<file path="config.mk">
export PLATFORM = sky130hd
export DESIGN_NAME = rgb888_to_565_serializer_flat
export DESIGN_NICKNAME = d
export VERILOG_FILES = /design/src/rtl/rgb888_to_565_serializer_if.sv /design/src/rtl/rgb888_to_565_serializer.sv /design/src/flat_wrapper.sv
export SDC_FILE = /design/constraint.sdc
export NUM_CORES = 1
export LEC_CHECK = 0
export BUFFER_PORTS_ARGS = -buffer_cell sky130_fd_sc_hd__buf_4
export CAP_MARGIN = 30
export CELL_PAD_IN_SITES_DETAIL_PLACEMENT = 0
export CELL_PAD_IN_SITES_GLOBAL_PLACEMENT = 1
export CORE_MARGIN = 1
export CORE_UTILIZATION = 36
export DETAILED_ROUTE_END_ITERATION = 10
export HOLD_SLACK_MARGIN = 0.12
export PLACE_DENSITY_LB_ADDON = 0.1
export SLEW_MARGIN = 0
export SYNTH_ARGS = -nofsm -noshare
export SYNTH_HDL_FRONTEND = slang
export SYNTH_SLANG_ARGS = --single-unit
</file>
<file path="constraint.sdc">
create_clock -name pclk -period 1.55 [get_ports pclk]
set_input_delay 0.2325 -clock pclk [delete_from_list [all_inputs] [get_ports pclk]]
set_output_delay 0.2325 -clock pclk [all_outputs]
set_load 0.05 [all_outputs]
</file>
<file path="src/rtl/rgb888_to_565_serializer_if.sv">
`default_nettype none
// ------------------------------------------------------------------
// rgb888_to_565_serializer_if : pixel-in / byte-out stream bundle
// Revision: 1.0
// ------------------------------------------------------------------
interface rgb888_to_565_serializer_if;
  logic       s_valid;
  logic       s_ready;
  logic [7:0] s_r8;
  logic [7:0] s_g8;
  logic [7:0] s_b8;
  logic       s_sof;
  logic       s_eol;
  logic       m_valid;
  logic       m_ready;
  logic [7:0] m_data;
  logic       m_sof;
  logic       m_eol;

  modport master (
    output s_valid, s_r8, s_g8, s_b8, s_sof, s_eol, m_ready,
    input  s_ready, m_valid, m_data, m_sof, m_eol
  );

  modport slave (
    input  s_valid, s_r8, s_g8, s_b8, s_sof, s_eol, m_ready,
    output s_ready, m_valid, m_data, m_sof, m_eol
  );
endinterface
`default_nettype wire

</file>
<file path="src/rtl/rgb888_to_565_serializer.sv">
`default_nettype none
// ------------------------------------------------------------------
// rgb888_to_565_serializer : RGB888 -> RGB565, high byte first, with line-length check
// Optional macro RGB_ROUND_EN: round-to-nearest with saturation. Revision: 1.0
// ------------------------------------------------------------------
module rgb888_to_565_serializer #(
  parameter int H_ACTIVE = 320,
  parameter int CNT_W    = 10
) (
  input  logic                       pclk,
  input  logic                       rstn,
  rgb888_to_565_serializer_if.slave  bus,
  output logic [CNT_W-1:0]           pix_cnt,
  output logic                       len_err
);

  typedef enum logic [1:0] {
    EMPTY = 2'd0,
    HI    = 2'd1,
    LO    = 2'd2
  } state_t;

  state_t           state;
  logic             out_valid;
  logic [7:0]       out_data;
  logic             out_sof;
  logic             out_eol;
  logic [7:0]       lo_byte;
  logic             eol_tag;
  logic [15:0]      px_in;
  logic             accept;
  logic [CNT_W-1:0] cnt_next;
  logic             at_limit;
  logic             err_set;

`ifdef RGB_ROUND_EN
  function automatic logic [4:0] round5(input logic [7:0] v);
    logic [8:0] sum;
    sum = {1'b0, v} + 9'd4;
    return sum[8] ? 5'd31 : sum[7:3];
  endfunction

  function automatic logic [5:0] round6(input logic [7:0] v);
    logic [8:0] sum;
    sum = {1'b0, v} + 9'd2;
    return sum[8] ? 6'd63 : sum[7:2];
  endfunction

  assign px_in = {round5(bus.s_r8), round6(bus.s_g8), round5(bus.s_b8)};
`else
  assign px_in = {bus.s_r8[7:3], bus.s_g8[7:2], bus.s_b8[7:3]};
`endif

  assign bus.s_ready = rstn && (state == EMPTY || (state == LO && bus.m_ready));
  assign accept      = bus.s_valid && bus.s_ready;

  assign bus.m_valid = out_valid;
  assign bus.m_data  = out_data;
  assign bus.m_sof   = out_sof;
  assign bus.m_eol   = out_eol;

  // A start-of-frame pixel restarts the count, so it always counts as 1.
  assign cnt_next = (bus.s_sof ? '0 : pix_cnt) + CNT_W'(1);
  assign at_limit = (cnt_next == CNT_W'(H_ACTIVE));
  assign err_set  = bus.s_eol ? !at_limit : at_limit;

  always_ff @(posedge pclk) begin
    if (!rstn) begin
      state     <= EMPTY;
      out_valid <= 1'b0;
      out_data  <= '0;
      out_sof   <= 1'b0;
      out_eol   <= 1'b0;
      lo_byte   <= '0;
      eol_tag   <= 1'b0;
      pix_cnt   <= '0;
      len_err   <= 1'b0;
    end else if (accept) begin
      state     <= HI;
      out_valid <= 1'b1;
      out_data  <= px_in[15:8];
      out_sof   <= bus.s_sof;
      out_eol   <= 1'b0;
      lo_byte   <= px_in[7:0];
      eol_tag   <= bus.s_eol;
      pix_cnt   <= bus.s_eol ? '0 : cnt_next;
      len_err   <= err_set | (len_err & ~bus.s_sof);
    end else if (bus.m_ready) begin
      case (state)
        HI: begin
          state    <= LO;
          out_data <= lo_byte;
          out_sof  <= 1'b0;
          out_eol  <= eol_tag;
        end
        LO: begin
          state     <= EMPTY;
          out_valid <= 1'b0;
          out_data  <= '0;
          out_eol   <= 1'b0;
        end
        default: begin
          state <= EMPTY;
        end
      endcase
    end
  end

endmodule
`default_nettype wire

</file>
<file path="src/flat_wrapper.sv">
// flat-port wrapper written by rule: the top's interface ports become plain ports
module rgb888_to_565_serializer_flat 
#(
  parameter int H_ACTIVE = 320,
  parameter int CNT_W    = 10
)
  (pclk, rstn, pix_cnt, len_err, bus_s_valid, bus_s_r8, bus_s_g8, bus_s_b8, bus_s_sof, bus_s_eol, bus_m_ready, bus_s_ready, bus_m_valid, bus_m_data, bus_m_sof, bus_m_eol);
  rgb888_to_565_serializer_if bus_i ();
  input  logic pclk;
  input  logic rstn;
  output logic [CNT_W-1:0] pix_cnt;
  output logic len_err;
  input wire logic [$bits(bus_i.s_valid)-1:0] bus_s_valid;
  input wire logic [$bits(bus_i.s_r8)-1:0] bus_s_r8;
  input wire logic [$bits(bus_i.s_g8)-1:0] bus_s_g8;
  input wire logic [$bits(bus_i.s_b8)-1:0] bus_s_b8;
  input wire logic [$bits(bus_i.s_sof)-1:0] bus_s_sof;
  input wire logic [$bits(bus_i.s_eol)-1:0] bus_s_eol;
  input wire logic [$bits(bus_i.m_ready)-1:0] bus_m_ready;
  output wire logic [$bits(bus_i.s_ready)-1:0] bus_s_ready;
  output wire logic [$bits(bus_i.m_valid)-1:0] bus_m_valid;
  output wire logic [$bits(bus_i.m_data)-1:0] bus_m_data;
  output wire logic [$bits(bus_i.m_sof)-1:0] bus_m_sof;
  output wire logic [$bits(bus_i.m_eol)-1:0] bus_m_eol;
  assign bus_i.s_valid = bus_s_valid;
  assign bus_i.s_r8 = bus_s_r8;
  assign bus_i.s_g8 = bus_s_g8;
  assign bus_i.s_b8 = bus_s_b8;
  assign bus_i.s_sof = bus_s_sof;
  assign bus_i.s_eol = bus_s_eol;
  assign bus_i.m_ready = bus_m_ready;
  assign bus_s_ready = bus_i.s_ready;
  assign bus_m_valid = bus_i.m_valid;
  assign bus_m_data = bus_i.m_data;
  assign bus_m_sof = bus_i.m_sof;
  assign bus_m_eol = bus_i.m_eol;
  rgb888_to_565_serializer #(.H_ACTIVE(H_ACTIVE), .CNT_W(CNT_W)) u_core (.pclk(pclk), .rstn(rstn), .bus(bus_i), .pix_cnt(pix_cnt), .len_err(len_err));
endmodule
</file>
== After elaboration in Yosys (flattened, before gate mapping) ==
Cells that the tools add are included.

* Register bits after elaboration: 33
* Output and inout port bits: 23
* Word-level logic and storage cells: 50

* $add $sub $neg: 1
* Equality and inequality tests: 3
* Mux-type cells: 16
* Bitwise logic cells: 4
* Reduce and logical (&&, ||, !) cells: 16

{| class="wikitable"
|+ Operators with widths
! operator !! number
|-
| $mux 10 || 2
|-
| $mux 8 || 2
|-
| $pmux 8 s2 || 1
|-
| $add 10x1->10 const B || 1
|-
| $eq 10x9->1 const B || 1
|-
| $mux 1 || 9
|-
| $reduce_and 2->1 || 4
|-
| $reduce_bool 2->1 || 4
|-
| $logic_and 1x1->1 || 3
|-
| $reduce_bool 3->1 || 1
|-
| $eq 2x1->1 const B || 1
|-
| $eq 2x2->1 const B || 1
|-
| $logic_not 2->1 || 1
|-
| $mux 2 || 1
|-
| $not 1->1 || 2
|-
| $pmux 1 s2 || 1
|-
| $reduce_or 2->1 || 1
|-
| $and 1x1->1 || 1
|-
| $logic_not 1->1 || 1
|-
| $logic_or 1x1->1 || 1
|-
| $or 1x1->1 || 1
|}

== Logic depth before layout (Yosys ltp) ==
* Depth after elaboration: 7
* Mapped depth: 7
* Depth with buffers taken out: 6

== Least setup slack after synthesis ==
Ideal clock, no wire load.

* Path kind: flip-flop to flip-flop
* Start: reg u_core.pix_cnt[0]
* End: reg u_core.pix_cnt[9]
* Library setup time: 0.117 ns
* Arrival time: 1.519 ns
* Path slack: -0.087 ns
* Stages on the path, launching flop included: 5
* Path buffers: 0
* Clock period less this slack: 1.637 ns
* Path through: dfxtp_1 nand3_4 nor4_4 o21ai_1 a32o_1

* Longest elaborated chain between the ends: 3

{| class="wikitable"
|+ RTL lines
! element !! RTL line !! text
|-
| start, declared || rgb888_to_565_serializer.sv:13 || <nowiki>output logic [CNT_W-1:0] pix_cnt,</nowiki>
|-
| start signal, assigned || rgb888_to_565_serializer.sv:86 || <nowiki>pix_cnt <= bus.s_eol ? '0 : cnt_next;</nowiki>
|-
| $mux 10 || rgb888_to_565_serializer.sv:63 || <nowiki>assign cnt_next = (bus.s_sof ? '0 : pix_cnt) + CNT_W'(1);</nowiki>
|-
| $add 10x1->10 || rgb888_to_565_serializer.sv:63 ||
|-
| $mux 10 || rgb888_to_565_serializer.sv:86 ||
|}

Every way passes these cells.
A chain may end at the register's enable or synchronous reset.

== Worst setup path after layout ==
* Start: reg u_core.state[0]
* End: out bus_s_ready

* Longest elaborated chain between the ends: 4
* Elaborated cells between the ends (all ways): 5
* Those cells by class: 1 x eq/ne; 4 x reduce/logical

{| class="wikitable"
|+ RTL lines
! element !! RTL line !! text
|-
| start, declared || rgb888_to_565_serializer.sv:23 || <nowiki>state_t state;</nowiki>
|-
| start signal, assigned || rgb888_to_565_serializer.sv:69 || <nowiki>state <= EMPTY;</nowiki>
|-
| start signal, assigned || rgb888_to_565_serializer.sv:79 || <nowiki>state <= HI;</nowiki>
|-
| start signal, assigned || rgb888_to_565_serializer.sv:91 || <nowiki>state <= LO;</nowiki>
|-
| $eq 2x2->1 || rgb888_to_565_serializer.sv:54 || <nowiki>assign bus.s_ready = rstn && (state == EMPTY || (state == LO && bus.m_ready));</nowiki>
|-
| $logic_and 1x1->1 || rgb888_to_565_serializer.sv:54 ||
|-
| $logic_or 1x1->1 * || rgb888_to_565_serializer.sv:54 ||
|-
| $logic_and 1x1->1 * || rgb888_to_565_serializer.sv:54 ||
|-
| end, declared || flat_wrapper.sv:20 || <nowiki>output wire logic [$bits(bus_i.s_ready)-1:0] bus_s_ready;</nowiki>
|}

Mark *: on every way between the ends. The rest lies on a longest branch, timed or not.

==> results.md <==
- Setup crit start kind: register
- Period utilization: 99.8%
- Total of max-cap violations: 0
- Worst-path fanout max: 4
- Sw power: 0.599 mW
- Final nets: 271
- Post-detailed-routing wire length: 4070 um
- Hold crit path type: input pin to register
- Fillers: 416
- Post-route cell area: 0.00221 sq mm
- Achievable clock frequency: 646 MHz
- Non-Filler Instances: 289
- Iteration-0 DRC Markers: 118
- Hold Buf Count CTS: 0
- Setup tns final: 0 ns
- RSZ-0062 raised after global routing: true
- Sequential area share after synthesis: 42.5%
- Worst slack at placement: -0.0807 ns
- Synth Cell Area: 0.00156 sq mm
- Die height: 67.7 um
- Wire per inst: 14.1 um
- Share of cells above drive strength 1: 38.1%
- Yosys top cell by area: dfxtp_1
- Via count: 1497
- Area Overhead vs Synth: 41.8%
- Port bufs: 44
- Core Region: 0.00409 sq mm
- Clock buffer depth: 2
- Synth cell types: 44
- Gr ovfl total: 0
- Inserted Diodes: 0
- EDFF count, synth: 0
- Clk pwr share: 31.6%
- Clk_skew: 0.0116 ns
- Slew @ Worst Pin: 0.363 ns
- Total I/O pin count: 53
- Sw frac: 30.3%
- Row count: 23
- Starting Density: 38.1%
- Clock-pin slew on the worst setup and hold paths: 0.07 ns
- Most frequent cells in the layout: buf_4, nand2_1, dfxtp_1
- Die Area: 0.00459 sq mm
- Synth top area cells: dfxtp_1, nand2_1, a21oi_1
- Leak: 0.905 nW
- GRT Util Overall: 19.8%
- Count of final setup violators: 0
- Worst skew pair latency: 0.28 ns
- ANT nets after route: 0
- H-tree level count: 2
- Ys async rst share: 0%
- DRT Pass-1 Iters: 4
- Final min period: 1.55 ns
- Reg area: 673 sq um
- CP Data Arrival Time: 1.31 ns
- Sink Count: 33
- Cells after Synth: 181
- PD cells: 896 mW/mm^2
- Combinational power share: 22.1%
- Maximum vdd drop: 0.393 mV
- Vias in the first global route: 1352
- Via-to-Cell Ratio: 5.18
- RePlAce Congestion: 0.836
- Placed inst area: 0.00201 sq mm
- Internal Power: 1.38 mW
- Power share of the sequential group: 46.3%
- Largest net degree at the start of global routing: 19
- Setup Crit Path Kind: register to primary output
- Final Hold Viols: 0
- Fin util: 54.0%
- CTS tree: yes
- DRC Markers: 0
- Syn Nets: 214
- Area occupied by multi-input gates: 898 sq um
- Yosys top cell area share: 42.5%
- First-pass GRT wire length: 6620 um
- Slew headroom: 75.6%
- Hold_ws: 0.198 ns
- Total power: 1.98 mW
- Crit. End Element: primary output
- Commonest non-fill, non-tap cell in the layout: buf_4
- Setup slack after layout: 0.00256 ns
- CTS root buf: clkbuf_8
- Hpwl dp: 2910 um
- Num CTS Buffers: 5
- Yosys warning total: 0
- Data required, critical path: 1.32 ns
- Outcome: complete, no violations
- Placed cell count: 278
- Post-synth top flop: dfxtp_1
- Width of the chip: 67.7 um
- Initial antenna violation count: 0
- Pins Over Slew Limit: 0
- Post-synthesis register bit count: 33
- Mean Syn Cell Area: 8.59 sq um
## cells in the mapped netlist, types with 2 or more instances
library cell,n
dfxtp_1,33
mux2i_1,2
nor3b_1,9
a32o_1,2
a21o_1,2
nand3_1,6
and2_1,2
nor2_1,12
clkbuf_1,3
nor3_1,9
a21oi_1,16
o211ai_1,2
ha_1,3
o21ai_1,4
inv_1,5
o21ai_0,2
nand2_1,32
a211oi_1,8
buf_2,4
## what timing repair did
item                                    4_1_cts  5_1_grt
endpoints found under the hold margin         0        0
buffers inserted                              1        2
endpoints found under the setup margin       25       28
pin swaps                                     1        5
resized for setup                            10       10
## worst max-delay path, cell delays in order (launching register included)
cell and delay (ns):
dfxtp_4 0.36, inv_4 0.05, ha_4 0.17, a21oi_4 0.23
nor2_2 0.06, buf_6 0.15
## metal layers
layer / part of all wire, % / GRT usage (%)
met5: 0 / 0
met4: 0.57 / 6.12
met3: 5.3 / 5.57
met2: 46 / 29.3
met1: 48 / 27.4
## power groups by stage
stage	Combinational, mW	Sequential [mW]	Clock, mW
floorplan	0.154	1.02	0
global placement	0.387	0.930	0
detailed placement	0.394	0.933	0
CTS	0.414	0.916	0.644
global route	0.475	0.918	0.691
finish	0.437	0.915	0.625
## final cells by class
cell class | instances | share of cell area [%]
flip-flops and latches | 33 | 30.5
repair buffers | 58 | 21.2
multi-input cells | 135 | 40.7
inverters | 5 | 0.964
clock inverters | 2 | 0.454
clock buffers | 6 | 3.29
well taps | 50 | 2.84
## sequential cells by signal, indices dropped and copies added (netlist names)
name / cells
u_core.pix_cnt: 10
u_core.bus.m_data: 8
u_core.lo_byte: 8
u_core.state: 2
u_core.bus.m_eol: 1
u_core.bus.m_sof: 1
u_core.bus.m_valid: 1
u_core.eol_tag: 1
u_core.len_err: 1
## cell families (layout without fill, tap and decap cells)
logic type / count (synthesis) / after routing / share of synthesized area [%]
buf+inv: 13 / 71 / 3.94
simple gates: 86 / 86 / 31.5
fa+ha+maj: 3 / 3 / 2.41
flops: 33 / 33 / 42.5
mux: 2 / 2 / 1.29
compound gates: 43 / 43 / 17.9
xor+xnor: 1 / 1 / 0.563
## path summary, 6_finish.rpt
check	cells after the start	startpoint	slack, ns	endpoint
worst max-delay path	5	u_core.state[0]	0.003	bus_s_ready
worst max register to register	6	u_core.state[0]	0.09	u_core.pix_cnt[1]
worst min-delay path	3	bus_s_g8[4]	0.20	u_core.lo_byte[7]
worst min register to register	2	u_core.lo_byte[3]	0.45	u_core.lo_byte[3]
Note: power is estimated with default switching activity, not from simulation.
